[src/rtl/coder_pkg.sv]
`default_nettype none
// ============================================================================
// Module      : coder_pkg
// Description : Shared constants for the coder_scan block: the hex-to-segment
//               lookup table (common-anode, active-low {g,f,e,d,c,b,a}), the
//               blank pattern and a clog2 helper that never returns zero.
// Revision    : 1.0 - initial release
// ============================================================================
package coder_pkg;

    // All segments off on a common-anode display.
    localparam logic [6:0] SEG_BLANK = 7'h7F;

    // Index is the nibble value 0..F; the glyphs for b and d are lower case.
    localparam logic [6:0] HEX_SEG [16] = '{
        7'h40, 7'h79, 7'h24, 7'h30, 7'h19, 7'h12, 7'h02, 7'h78,
        7'h00, 7'h10, 7'h08, 7'h03, 7'h46, 7'h21, 7'h06, 7'h0E
    };

    // Width needed to hold values 0..n-1, never less than one bit so that
    // degenerate configurations still produce legal vectors.
    function automatic int clog2_min1(input int n);
        return (n <= 2) ? 1 : $clog2(n);
    endfunction

endpackage : coder_pkg
`default_nettype wire

[src/rtl/seg_hex7.sv]
`default_nettype none
// ============================================================================
// Module      : seg_hex7
// Description : Combinational 4-bit value to 7-segment pattern lookup.
// Ports       : nib [3:0] in  - hex digit value
//               seg [6:0] out - segments {g,f,e,d,c,b,a}, active-low
// Revision    : 1.0 - initial release
// ============================================================================
module seg_hex7
    import coder_pkg::*;
(
    input  logic [3:0] nib,
    output logic [6:0] seg
);

    assign seg = HEX_SEG[nib];

endmodule : seg_hex7
`default_nettype wire

[src/rtl/coder_scan.sv]
`default_nettype none
// ============================================================================
// Module      : coder_scan
// Description : Priority / strict one-hot encoder with registered outputs, a
//               DIGITS-deep history of captured codes that is time-multiplexed
//               onto a common-anode 7-segment display, and a registered
//               one-hot decoder.
// Ports       : clk, rst_n (async, active-low)
//               e, p, x[N_IN]  - encoder enable, mode (1=priority), input
//               ld, clr        - capture strobe, synchronous history clear
//               a[CW]          - decoder select
//               f, err, d[CW]  - registered encoder valid / error / code
//               y[N_IN]        - registered one-hot decode of a
//               cn[7], an[DIGITS] - active-low segments and anodes
//               dp             - active-low decimal point (CODER_DP_EN only)
// Options     : CODER_DP_EN - adds dp, lit on digit 0 when history is non-empty
// Revision    : 1.0 - initial release
// ============================================================================
module coder_scan
    import coder_pkg::*;
#(
    parameter  int N_IN     = 10,
    parameter  int DIGITS   = 8,
    parameter  int SCAN_DIV = 100000,
    localparam int CW       = clog2_min1(N_IN)
) (
    input  logic              clk,
    input  logic              rst_n,
    input  logic              e,
    input  logic              p,
    input  logic [N_IN-1:0]   x,
    input  logic              ld,
    input  logic              clr,
    input  logic [CW-1:0]     a,
    output logic              f,
    output logic              err,
    output logic [CW-1:0]     d,
    output logic [N_IN-1:0]   y,
    output logic [6:0]        cn,
    output logic [DIGITS-1:0] an
`ifdef CODER_DP_EN
    ,
    output logic              dp
`endif
);

    localparam int IDXW = clog2_min1(DIGITS);
    localparam int CNTW = clog2_min1(DIGITS + 1);
    localparam int DIVW = clog2_min1(SCAN_DIV);

    localparam logic [N_IN-1:0] X_ONE = {{(N_IN-1){1'b0}}, 1'b1};

    // ------------------------------------------------------------------
    // Encoder / decoder
    // ------------------------------------------------------------------
    logic [CW-1:0]   d_d, d_q, pri_idx;
    logic            f_d, f_q, err_d, err_q, onehot;
    logic [N_IN-1:0] y_d, y_q;

    always_comb begin
        pri_idx = '0;
        // Later iterations overwrite earlier ones, so the highest set bit wins.
        for (int i = 0; i < N_IN; i++) begin
            if (x[i]) pri_idx = CW'(i);
        end
        onehot = (x != '0) && ((x & (x - X_ONE)) == '0);

        d_d   = '0;
        f_d   = 1'b0;
        err_d = 1'b0;
        if (e) begin
            if (p) begin
                d_d = pri_idx;
                f_d = |x;
            end else if (onehot) begin
                d_d = pri_idx;
                f_d = 1'b1;
            end else begin
                err_d = 1'b1;
            end
        end

        y_d = '0;
        if (int'(a) < N_IN) y_d[a] = 1'b1;
    end

    // ------------------------------------------------------------------
    // History shift register; entry 0 is always the newest capture
    // ------------------------------------------------------------------
    logic [CW-1:0]   hist_d [DIGITS];
    logic [CW-1:0]   hist_q [DIGITS];
    logic [CNTW-1:0] count_d, count_q;

    always_comb begin
        hist_d  = hist_q;
        count_d = count_q;
        if (clr) begin
            for (int i = 0; i < DIGITS; i++) hist_d[i] = '0;
            count_d = '0;
        end else if (ld && f_d) begin
            // Capture uses the code being registered this cycle, so an
            // invalid input on the strobe cycle is simply not recorded.
            for (int i = DIGITS - 1; i > 0; i--) hist_d[i] = hist_q[i-1];
            hist_d[0] = d_d;
            if (count_q != CNTW'(DIGITS)) count_d = count_q + 1'b1;
        end
    end

    // ------------------------------------------------------------------
    // Scanner: divider, digit index and registered anode/segment drive
    // ------------------------------------------------------------------
    logic [DIVW-1:0]   div_d, div_q;
    logic [IDXW-1:0]   idx_d, idx_q;
    logic [DIGITS-1:0] an_d, an_q;
    logic [6:0]        cn_d, cn_q, seg_w;
    logic [3:0]        nib_w;
    logic              div_wrap;

    assign nib_w = 4'(hist_q[idx_q]);

    seg_hex7 u_seg_hex7 (
        .nib (nib_w),
        .seg (seg_w)
    );

    always_comb begin
        div_wrap = (div_q == DIVW'(SCAN_DIV - 1));
        div_d    = div_wrap ? '0 : div_q + 1'b1;
        idx_d    = idx_q;
        if (div_wrap) begin
            idx_d = (idx_q == IDXW'(DIGITS - 1)) ? '0 : idx_q + 1'b1;
        end

        // Registered from the current index, so the display trails idx by
        // one cycle.
        an_d = ~(DIGITS'(1) << idx_q);
        cn_d = (CNTW'(idx_q) < count_q) ? seg_w : SEG_BLANK;
    end

`ifdef CODER_DP_EN
    logic dp_d, dp_q;

    assign dp_d = !((idx_q == '0) && (count_q != '0));

    always_ff @(posedge clk or negedge rst_n) begin
        if (!rst_n) dp_q <= 1'b1;
        else        dp_q <= dp_d;
    end

    assign dp = dp_q;
`endif

    // ------------------------------------------------------------------
    // State registers
    // ------------------------------------------------------------------
    always_ff @(posedge clk or negedge rst_n) begin
        if (!rst_n) begin
            d_q     <= '0;
            f_q     <= 1'b0;
            err_q   <= 1'b0;
            y_q     <= '0;
            count_q <= '0;
            div_q   <= '0;
            idx_q   <= '0;
            an_q    <= '1;
            cn_q    <= SEG_BLANK;
            for (int i = 0; i < DIGITS; i++) hist_q[i] <= '0;
        end else begin
            d_q     <= d_d;
            f_q     <= f_d;
            err_q   <= err_d;
            y_q     <= y_d;
            count_q <= count_d;
            div_q   <= div_d;
            idx_q   <= idx_d;
            an_q    <= an_d;
            cn_q    <= cn_d;
            for (int i = 0; i < DIGITS; i++) hist_q[i] <= hist_d[i];
        end
    end

    assign d   = d_q;
    assign f   = f_q;
    assign err = err_q;
    assign y   = y_q;
    assign an  = an_q;
    assign cn  = cn_q;

endmodule : coder_scan
`default_nettype wire

[config.mk]
export PLATFORM = sky130hd
export DESIGN_NAME = coder_scan
export DESIGN_NICKNAME = d
export VERILOG_FILES = /design/src/rtl/coder_pkg.sv /design/src/rtl/seg_hex7.sv /design/src/rtl/coder_scan.sv
export SDC_FILE = /design/constraint.sdc
export NUM_CORES = 1
export LEC_CHECK = 0
export ABC_AREA = 1
export CAP_MARGIN = 10
export CORE_MARGIN = 2
export CORE_UTILIZATION = 40
export CTS_BUF_LIST = sky130_fd_sc_hd__clkbuf_8 sky130_fd_sc_hd__clkbuf_16
export DETAILED_ROUTE_END_ITERATION = 8
export HOLD_SLACK_MARGIN = 0.08
export MAX_ROUTING_LAYER = met4
export PLACE_DENSITY = 0.68
export SYNTH_ARGS = -nofsm -noshare
export SYNTH_HDL_FRONTEND = slang
export SYNTH_SLANG_ARGS = --single-unit
[constraint.sdc]
create_clock -name clk -period 3.1 [get_ports clk]
set_input_delay 0.31 -clock clk [delete_from_list [all_inputs] [get_ports clk]]
set_output_delay 0.31 -clock clk [all_outputs]
set_load 0.005 [all_outputs]
==> out/qor.tcl <==
set qor(finalHoldViolCount) 0
set qor(synth-seq-area-share) 0.4796
set qor(n_antenna_cell) 0
set qor(netlist_cell_types) 38
set qor(track_usage) 0.1704
set qor(rsz0062_at_grt) {false}
set qor(die_w_um) 111.0
set qor(finalWeightedCongestion) 0.9127
set qor(synth-xor-area-share) 0.007652
set qor(power.density_cell_area_nw_per_um2) 469.5
set qor(synth_enable_flop_cells) 0
set qor(postCtsSetupBuffers) 0
set qor(detail_route.vias_per_cell) 4.979
set qor(route.detailed.wl_per_inst_um) 12.49
set qor(firstDrtPassIters) 5
set qor(num-fill-cells) 1083
set qor(synth.top_cell.area_share) 0.3936
set qor(synth_fa_ha_area_frac) 0.04646
set qor(synth_compound_gate_area_share) 0.1481
set qor(run_status) {finished, final reports clean}
set qor(critPathKind) {flop to flop}
set qor(drt-initial-drc-count) 337
set qor(root_buffer) {clkbuf_16}
set qor(post-synth-top-count-cell) {inv_1}
set qor(synthesis.yosys.warnings) 0
set qor(worst_skew_pair.late_latency_ns) 0.34
set qor(holdCritPathClass) {primary input to async pin}
set qor(cp_startpoint_kind) {flop}
set qor(seqCellArea_um2) 2196
set qor(post_synth_most_frequent_cells) {110 x inv_1, 77 x nand2_1, 72 x dfrtp_1}
set qor(die_y_um) 111.0
set qor(grt_max_degree) 70
set qor(floorplan.core_area_um2) 11270
set qor(cts.reportedPaths.clkPinSlew_ns) 0.06
set qor(area.growth.synth_to_final_pct) 20.47
set qor(setup-violations-final) 0
set qor(grt_remaining_overflow) 0
set qor(timing.setup.tns_ns) 0
set qor(final_min_period_over_clock_period) 0.7157
set qor(cts_resized) 0
set qor(clkSinkCount) 87
set qor(num-nets-final) 660
set qor(rows) 39
set qor(synthesis.instances) 573
set qor(max_freq_mhz) 450.7
set qor(remaining_drc_errors) 0
set qor(slew_headroom) 0.4181
set qor(ir_worst_vdd_uv) 219.7
set qor(via_count_of_the_first_global_routing_pass) 3728
set qor(endpoint_kind) {flop}
set qor(timing_max_transition_violations_final) 0
set qor(initial_utilization) 0.4061
set qor(clock-skew-final_ns) 0.005934
set qor(multi_input_area_um2) 1847
set qor(timing.critical_path.required_ns) 3.36
set qor(tightestPinTransition_ns) 0.8649
set qor(synth_top_family_by_area) {simple AND/OR/NAND/NOR gates}
set qor(synth.ff_latch_count) 87
set qor(report.power.total_uw) 2589
set qor(synthMuxAreaShare) 0
set qor(clockBufferDepth) 2
set qor(global_route_wire_length_before_repair_mm) 16.80
set qor(routed_wire_length_mm) 9.631
set qor(slowest_stage) {inv_1}
set qor(synth.area.top_cells) {dfrtp_1 39%, inv_1 9.0%, dfstp_2 8.6%, nand2_1 6.3%, o21ai_1 5.1%}
set qor(total_vias_in_the_final_route) 3839
set qor(htree_num_levels) 3
set qor(critical_path.max_stage_delay_ns) 0.39
set qor(finalWorstPathRequiredPeriod_ns) 2.219
set qor(detailed_place_hpwl_mm) 6.773
set qor(p_leak_uw) 0.002709
set qor(yosys.area.top_type) {dfrtp_1}
set qor(cts-buffers-inserted) 9
set qor(count_of_hold_buffers_inserted_by_post_cts_repair) 0
set qor(cp_max_fo) 18
set qor(syn_area_per_cell_um2) 7.990
set qor(critical_path.most_common_cell) {inv_1}
set qor(share_of_post_route_cells_with_drive_strength_above_1) 0.08917
set qor(ffs_w_async_s_r_synth) 1.000
set qor(cp_cell_sequence) {inv_1 > o21ai_1 > nand2_1 > inv_1 > o21ai_1 > inv_1 > ha_1 > nor2_1 > nor2_1 > o21ai_0 > nand3_1}
set qor(ant_nets) 0
set qor(max_cap_violations) 0
set qor(syn-num-nets) 610
set qor(critical_path_arrival_ns) 2.48
set qor(synth_ff_type) {dfrtp_1}
set qor(syn-cell-area_um2) 4578
set qor(antenna_found_initial) 0
set qor(synth-simple-area-share) 0.2011
set qor(port_buffers) 50
set qor(ioPinCount) 51
set qor(fp.dieArea_um2) 12320
set qor(cts_tree) {built}
==> final timing paths <==
kind | start | endpoint | slack [ns] | cells after the start
worst min-delay path | rst_n | hist_q[8] | 0.08 | 1
worst min register to register | div_q[0] | div_q[0] | 0.49 | 1
min in group clk | div_q[0] | div_q[0] | 0.49 | 1
max in group asynchronous | rst_n | cn[0] | 2.25 | 2
worst max register to register | idx_q[0] | cn[0] | 0.88 | 11
worst max-delay path | idx_q[0] | cn[0] | 0.88 | 11
==> where the power goes <==
part           leakage, µW  internal (µW)  switching, µW
combinational      0.00144            113            151
clock             0.000149            667            444
sequential         0.00112           1200           18.3
==> through the flow <==
step / hold slack (ns) / cells / util / area (µm²) / setup slack, ns
after floorplan: 0.01441 / 573 / - / 4578 / 1.127
final: 0.07730 / 771 / 0.4893 / 5515 / 0.8814
after global placement: 0.4719 / 755 / 0.4618 / 5205 / 0.8651
after detailed placement: 0.4830 / 755 / 0.4618 / 5205 / 0.7757
after global routing: 0.1487 / 771 / 0.4893 / 5515 / 0.6295
after CTS: 0.1187 / 771 / 0.4893 / 5515 / 0.8818
==> metal layers <==
layer  track usage  part of all wire
met3       0.03445             0.043
met4       0.06667             0.020
met1        0.2096              0.45
met5             -                 0
met2        0.2777              0.48
==> cell type report <==
cell class                      instances  area share
Clock buffer                           11     0.04583
Clock inverter                          5     0.01044
Inverter                              114     0.07759
Multi-Input combinational cell        355      0.3348
Sequential cell                        87      0.3981
Tap cell                              143     0.03244
Timing Repair Buffer                   56      0.1007
==> cells in the final DEF (no fill, tap or decap), types with 4 or more instances in the layout <==
master           count
a21oi_1             25
buf_4                6
clkbuf_16            9
clkdlybuf4s50_1     49
dfrtp_1             72
dfstp_2             15
ha_1                17
inv_1              111
nand2_1             77
nand2_2              5
nand3_1             29
nand4_1             10
nor2_1              56
nor3_1              14
nor4_1               4
o21ai_0             45
o21ai_1             47
==> logic make-up after synthesis <==
family / Yosys count
and+or+nand+nor: 206
buffers and inverters: 131
AOI/OAI and AO/OA: 128
DFF: 87
adders and majority gates: 17
xor gates and xnor gates: 4
==> sequential cells by signal, indices dropped and copies added (netlist names) <==
register and count:
cn 7, div_q 17, idx_q 3, y 10
f 1, err 1, hist_q 32, an 8
d 4, count_q 4
==> critical path, delay by kind of cell, from the launching register on <==
family                     cells  cell delay (ns)
buffers and inverters          3             0.58
adders and majority gates      1             0.27
and+or+nand+nor                4             0.35
AOI/OAI and AO/OA              3             0.56
DFF                            1             0.38
Note: power is estimated with default switching activity, not from simulation.
